--- src/rtl/seg_scan_display.sv ---
// Multiplexed 7-segment scanner. It drives one shared active-low segment bus
// and one active-low anode per digit. Features: hex decode, per-digit decimal
// point and blanking, PWM brightness, and shadow registers that update only at
// a frame boundary so a frame never shows a mix of old and new digits.
module seg_scan_display #(
    parameter int NUM_DIGITS  = 4,
    parameter int DIGIT_TICKS = 400000,
    parameter int BRIGHT_W    = 4
) (
    input  logic                    clk,
    input  logic                    rst,
    input  logic [4*NUM_DIGITS-1:0] value_in,
    input  logic [NUM_DIGITS-1:0]   dp_in,
    input  logic [NUM_DIGITS-1:0]   blank_in,
    input  logic                    load,
    input  logic [BRIGHT_W-1:0]     brightness,
    output logic [6:0]              seg,
    output logic                    dp,
    output logic [NUM_DIGITS-1:0]   an,
    output logic                    frame_start
);

    localparam int TICK_W = $clog2(DIGIT_TICKS);
    localparam int DIG_W  = $clog2(NUM_DIGITS);

    localparam logic [TICK_W-1:0] TICK_LAST   = TICK_W'(DIGIT_TICKS - 1);
    localparam logic [TICK_W-1:0] GUARD_TICKS = TICK_W'(2);
    localparam logic [DIG_W-1:0]  DIG_LEFT    = DIG_W'(NUM_DIGITS - 1);

    logic [TICK_W-1:0]       tick_cnt;
    logic [DIG_W-1:0]        digit_idx;
    logic [BRIGHT_W-1:0]     pwm_cnt;

    logic [4*NUM_DIGITS-1:0] value_act;
    logic [NUM_DIGITS-1:0]   dp_act;
    logic [NUM_DIGITS-1:0]   blank_act;
    logic [4*NUM_DIGITS-1:0] value_pend;
    logic [NUM_DIGITS-1:0]   dp_pend;
    logic [NUM_DIGITS-1:0]   blank_pend;
    logic                    pend_flag;

    logic                    frame_end;
    logic [3:0]              nibble;
    logic                    anode_on;
    logic [6:0]              seg_next;
    logic                    dp_next;
    logic [NUM_DIGITS-1:0]   an_next;
    logic                    frame_start_next;

    // This is the last cycle of the rightmost slot. Shadow registers hand over here.
    assign frame_end = (tick_cnt == TICK_LAST) && (digit_idx == '0);

    // Slot timer, digit scan (leftmost first) and free-running PWM counter.
    // digit_idx resets to the leftmost digit so scanning restarts at the left.
    always_ff @(posedge clk or posedge rst) begin
        // NOTE: state registers use non-blocking assignments so that every flop
        // samples pre-edge values and the result does not depend on block order.
        if (rst) begin
            tick_cnt  <= '0;
            digit_idx <= DIG_LEFT;
            pwm_cnt   <= '0;
        end else begin
            pwm_cnt <= pwm_cnt + BRIGHT_W'(1);
            if (tick_cnt == TICK_LAST) begin
                tick_cnt  <= '0;
                digit_idx <= (digit_idx == '0) ? DIG_LEFT : digit_idx - DIG_W'(1);
            end else begin
                tick_cnt <= tick_cnt + TICK_W'(1);
            end
        end
    end

    // Pending/active shadow registers. A load in the boundary cycle goes straight
    // to the active registers and discards any older pending value.
    always_ff @(posedge clk or posedge rst) begin
        if (rst) begin
            value_act  <= '0;
            dp_act     <= '0;
            blank_act  <= '0;
            value_pend <= '0;
            dp_pend    <= '0;
            blank_pend <= '0;
            pend_flag  <= 1'b0;
        end else begin
            if (load && !frame_end) begin
                value_pend <= value_in;
                dp_pend    <= dp_in;
                blank_pend <= blank_in;
                pend_flag  <= 1'b1;
            end
            if (frame_end) begin
                if (load) begin
                    value_act <= value_in;
                    dp_act    <= dp_in;
                    blank_act <= blank_in;
                    pend_flag <= 1'b0;
                end else if (pend_flag) begin
                    value_act <= value_pend;
                    dp_act    <= dp_pend;
                    blank_act <= blank_pend;
                    pend_flag <= 1'b0;
                end
            end
        end
    end

    // Next output values for the current slot: anode gating, hex decode, decimal point.
    always_comb begin
        // NOTE: every signal gets a default first, so no path can leave a signal
        // unassigned and infer a latch.
        an_next          = '1;
        seg_next         = 7'h7F;
        dp_next          = 1'b1;
        nibble           = value_act[{digit_idx, 2'b00} +: 4];
        anode_on         = !blank_act[digit_idx] && (pwm_cnt <= brightness)
                           && (tick_cnt >= GUARD_TICKS);
        frame_start_next = (tick_cnt == '0) && (digit_idx == DIG_LEFT);

        if (anode_on) begin
            an_next[digit_idx] = 1'b0;
            dp_next            = ~dp_act[digit_idx];
            case (nibble)
                4'h0:    seg_next = 7'b0000001;
                4'h1:    seg_next = 7'b1001111;
                4'h2:    seg_next = 7'b0010010;
                4'h3:    seg_next = 7'b0000110;
                4'h4:    seg_next = 7'b1001100;
                4'h5:    seg_next = 7'b0100100;
                4'h6:    seg_next = 7'b0100000;
                4'h7:    seg_next = 7'b0001111;
                4'h8:    seg_next = 7'b0000000;
                4'h9:    seg_next = 7'b0000100;
                4'hA:    seg_next = 7'b0001000;
                4'hB:    seg_next = 7'b1100000;
                4'hC:    seg_next = 7'b0110001;
                4'hD:    seg_next = 7'b1000010;
                4'hE:    seg_next = 7'b0110000;
                default: seg_next = 7'b0111000;
            endcase
        end
    end

    // Registered pin drivers. They follow the counter state one cycle later.
    always_ff @(posedge clk or posedge rst) begin
        if (rst) begin
            an          <= '1;
            seg         <= 7'h7F;
            dp          <= 1'b1;
            frame_start <= 1'b0;
        end else begin
            an          <= an_next;
            seg         <= seg_next;
            dp          <= dp_next;
            frame_start <= frame_start_next;
        end
    end

endmodule

--- config.mk ---
export PLATFORM = sky130hd
export DESIGN_NAME = seg_scan_display
export DESIGN_NICKNAME = d
export VERILOG_FILES = /design/src/rtl/seg_scan_display.sv
export SDC_FILE = /design/constraint.sdc
export NUM_CORES = 1
export LEC_CHECK = 0
export CAP_MARGIN = 0
export CORE_ASPECT_RATIO = 1.5
export CORE_UTILIZATION = 45
export CTS_CLUSTER_SIZE = 24
export DETAILED_ROUTE_END_ITERATION = 16
export PLACE_DENSITY = 0.66
export RECOVER_POWER = 50
export SLEW_MARGIN = 20
export SYNTH_ARGS = -nofsm -noshare
export SYNTH_HDL_FRONTEND = slang
export SYNTH_SLANG_ARGS = --single-unit
--- constraint.sdc ---
create_clock -name clk -period 5.7 [get_ports clk]
set_clock_uncertainty 0.15 [all_clocks]
set_input_delay 0.855 -clock clk [delete_from_list [all_inputs] [get_ports clk]]
set_output_delay 0.855 -clock clk [all_outputs]
set_load 0.01 [all_outputs]
==> results.toml <==
[setup_path]
slowest_stage = "nor4_1"
start_kind = "register"
startpoint = "tick_cnt[1]"
crit_chain = "ha_1, nand3_1, nor4_1, nand3_2, nand2_2, mux2_2"
r2r_end = "value_pend[2]"
r2r_setup_slack_ns = 1.82
cp.required_ns = 5.77
r2r-start = "tick_cnt[1]"
criticalPathCategory = "reg2reg"
cp_max_fo = 24
reg2reg_depth = 6
end_kind = "register"
arrival_ns = 3.95
critical-path-max-stage-delay_ns = 0.95

[place]
io_buffer_count = 43
placed_cell_area_sq_um = 4770
preCtsSetupSlack_ns = 2.10
gp_congestion = 0.798
dp_hpwl_um = 5890

[synth]
ys_ff_latch = 87
syn_area_per_cell_sq_um = 11.6
ys_top_cells_by_area = "dfrtp_1 43%, dfstp_2 8.6%, ha_1 5.3%"
yosysTopAreaCell = "dfrtp_1"
ys.flop_type = "dfrtp_1"
yosysWarningCount = 0
netlist_instances = 370
syn_area_sq_um = 4280
ys_seq_area_share_pct = 51.3
synth_top_area_share_pct = 42.7
synth_edf_count = 0
syn-num-nets = 419
ys_types = 51
synth-async-reset-ratio_pct = 100

[floorplan]
die_y_um = 121
core_area_sq_um = 9250
dieWidth_um = 81.6
start_util_pct = 46.3
rows = 43
dieArea_sq_um = 9920
io_pins = 44

[layout]
final_common_cell = "dfrtp_1"
drive_gt1_share_pct = 11.1
layout_common_cells = "73 x dfrtp_1, 41 x clkdlybuf4s50_1, 25 x nor2_1"
final_nets = 459
antenna_cells = 0
fillCellCount = 827
final_area_sq_um = 5060
syn2layout_area_growth_pct = 18.2

[clock_network]
cts_root_buffer = "clkbuf_16"
htreeDepth = 3
cts_tree = "yes"
cts_resized = 0
cts_made_buffers = 9
clkLatencyLatePin_ns = 0.34
postCtsSetupBuffers = 0
ctsHoldBuffers = 0
clkTransAtPathRegs_ns = 0.06
cts_buffer_depth = 2
clock_sinks = 87

[outcome]
status = "finished, violations left"
violations = "max-capacitance violations, max-slew violations"

[route]
drt_pre_antenna_iters = 4
drtIter0Drc = 190
wl_um = 8300
drcViolationCount = 0
route.detailed.wl_per_inst_um = 15.7
route.vias.total = 2918
ant_nets = 0
viasPerCell = 5.54

[pwr]
vdd_drop_max_mv = 0.170
finalPower_mw = 1.39
power_density_nw_per_um2 = 275
p_leak_nw = 2.26

[run]
cap_viol_max_count = 1

[global_routing]
grt_max_degree = 45
grt_first_pass_wirelength_um = 14200
grt_pass1_vias = 2981
antenna_found_initial = 0
grt_usage_pct = 19.2
grt.overflow.total = 0

[sta]
setup_tns_ns = 0
period_share_pct = 68.0
report.final.slew_viol_count = 45
fmax_mhz = 258
rsz0062_at_grt = "no"
setup_slack_ns = 1.82
finalHoldViolations = 0
min_period_ns = 3.88
worst_slew_pin_slew_ns = 1.87
setup_viol = 0
slew_headroom_pct = -25.3
whs_ns = 0.334

[worst_hold_path]
min_path_cells = 1
holdCritPathClass = "reg2reg"
hp-start = "pwm_cnt[0]"
min_to = "pwm_cnt[0]"
[metrics by stage]
| stage | instances | util, % |
|---|---|---|
| 2_1_floorplan | 370 | - |
| 3_3_place_gp | 511 | 51.5 |
| 3_5_place_dp | 511 | 51.5 |
| 4_1_cts | 527 | 54.9 |
| 5_1_grt | 527 | 54.7 |
| 6_report | 527 | 54.7 |
[cells in the mapped netlist (8+ instances only)]
master	instances
a21oi_1	20
and3b_1	11
dfrtp_1	73
dfstp_2	14
ha_1	18
inv_1	23
mux2_1	20
mux2i_1	8
nand2_1	22
nand3_1	12
nor2_1	25
o2bb2ai_1	14
xor2_1	10
[routing by layer]
metal	GRT usage (%)	up-vias	routed length [um]
li1	-	1405	-
met1	23.9	1448	3540
met2	31.5	46	4330
met3	3.83	19	206
met4	8.88	0	224
met5	0	-	0
[final cells by class]
class                   count  area [sq um]  share of cell area, %
repair buffers             45           445                   8.80
clock buffers              12           236                   4.67
multi-input cells         244          1890                   37.3
well taps                 112           140                   2.77
inverters                  23          87.6                   1.73
flip-flops and latches     87          2190                   43.4
clock inverters             4          70.1                   1.38
[cells by family (layout without fill, tap and decap cells)]
group,count (synthesis),in the layout,synth area share (%)
AND/OR/NAND/NOR,106,106,13.9
flip-flops,87,87,51.3
AO/OA/AOI/OAI,65,65,10.7
buffers and inverters,39,84,4.33
multiplexers,38,38,11.1
adder cells (fa/ha/maj),18,18,5.26
XOR/XNOR,17,17,3.48
[how the worst max path moves through the flow]
| stage | end | slack (ns) | depth (start not counted) |
|---|---|---|---|
| 2_1_floorplan | blank_act[0] | 2.47 | 1 |
| 3_3_place_gp | seg[4] | 2.22 | 8 |
| 3_5_place_dp | seg[4] | 2.10 | 8 |
| 4_1_cts | value_pend[2] | 2.41 | 6 |
| 5_1_grt | value_pend[0] | 1.61 | 6 |
| 6_report | value_pend[2] | 1.82 | 6 |
[critical path: cells and delay by family, from the launching register on]
family,cells,cell delay (ns)
and+or+nand+nor,4,2.52
DFF,1,0.44
adders and majority gates,1,0.22
muxes,1,0.41
[sequential cells by signal, summed over array words and instances, names as in the netlist]
register	cells
blank_act	4
value_act	16
blank_pend	4
an	4
seg	7
pwm_cnt	4
frame_start	1
digit_idx	2
dp_pend	4
value_pend	16
dp_act	4
tick_cnt	19
dp	1
pend_flag	1
[where the power goes]
part / switching [mW] / internal, mW
logic: 0.0558 / 0.0635
clock network: 0.227 / 0.383
registers: 0.0138 / 0.651
total: 0.297 / 1.10
(Power assumes the default switching activity.)
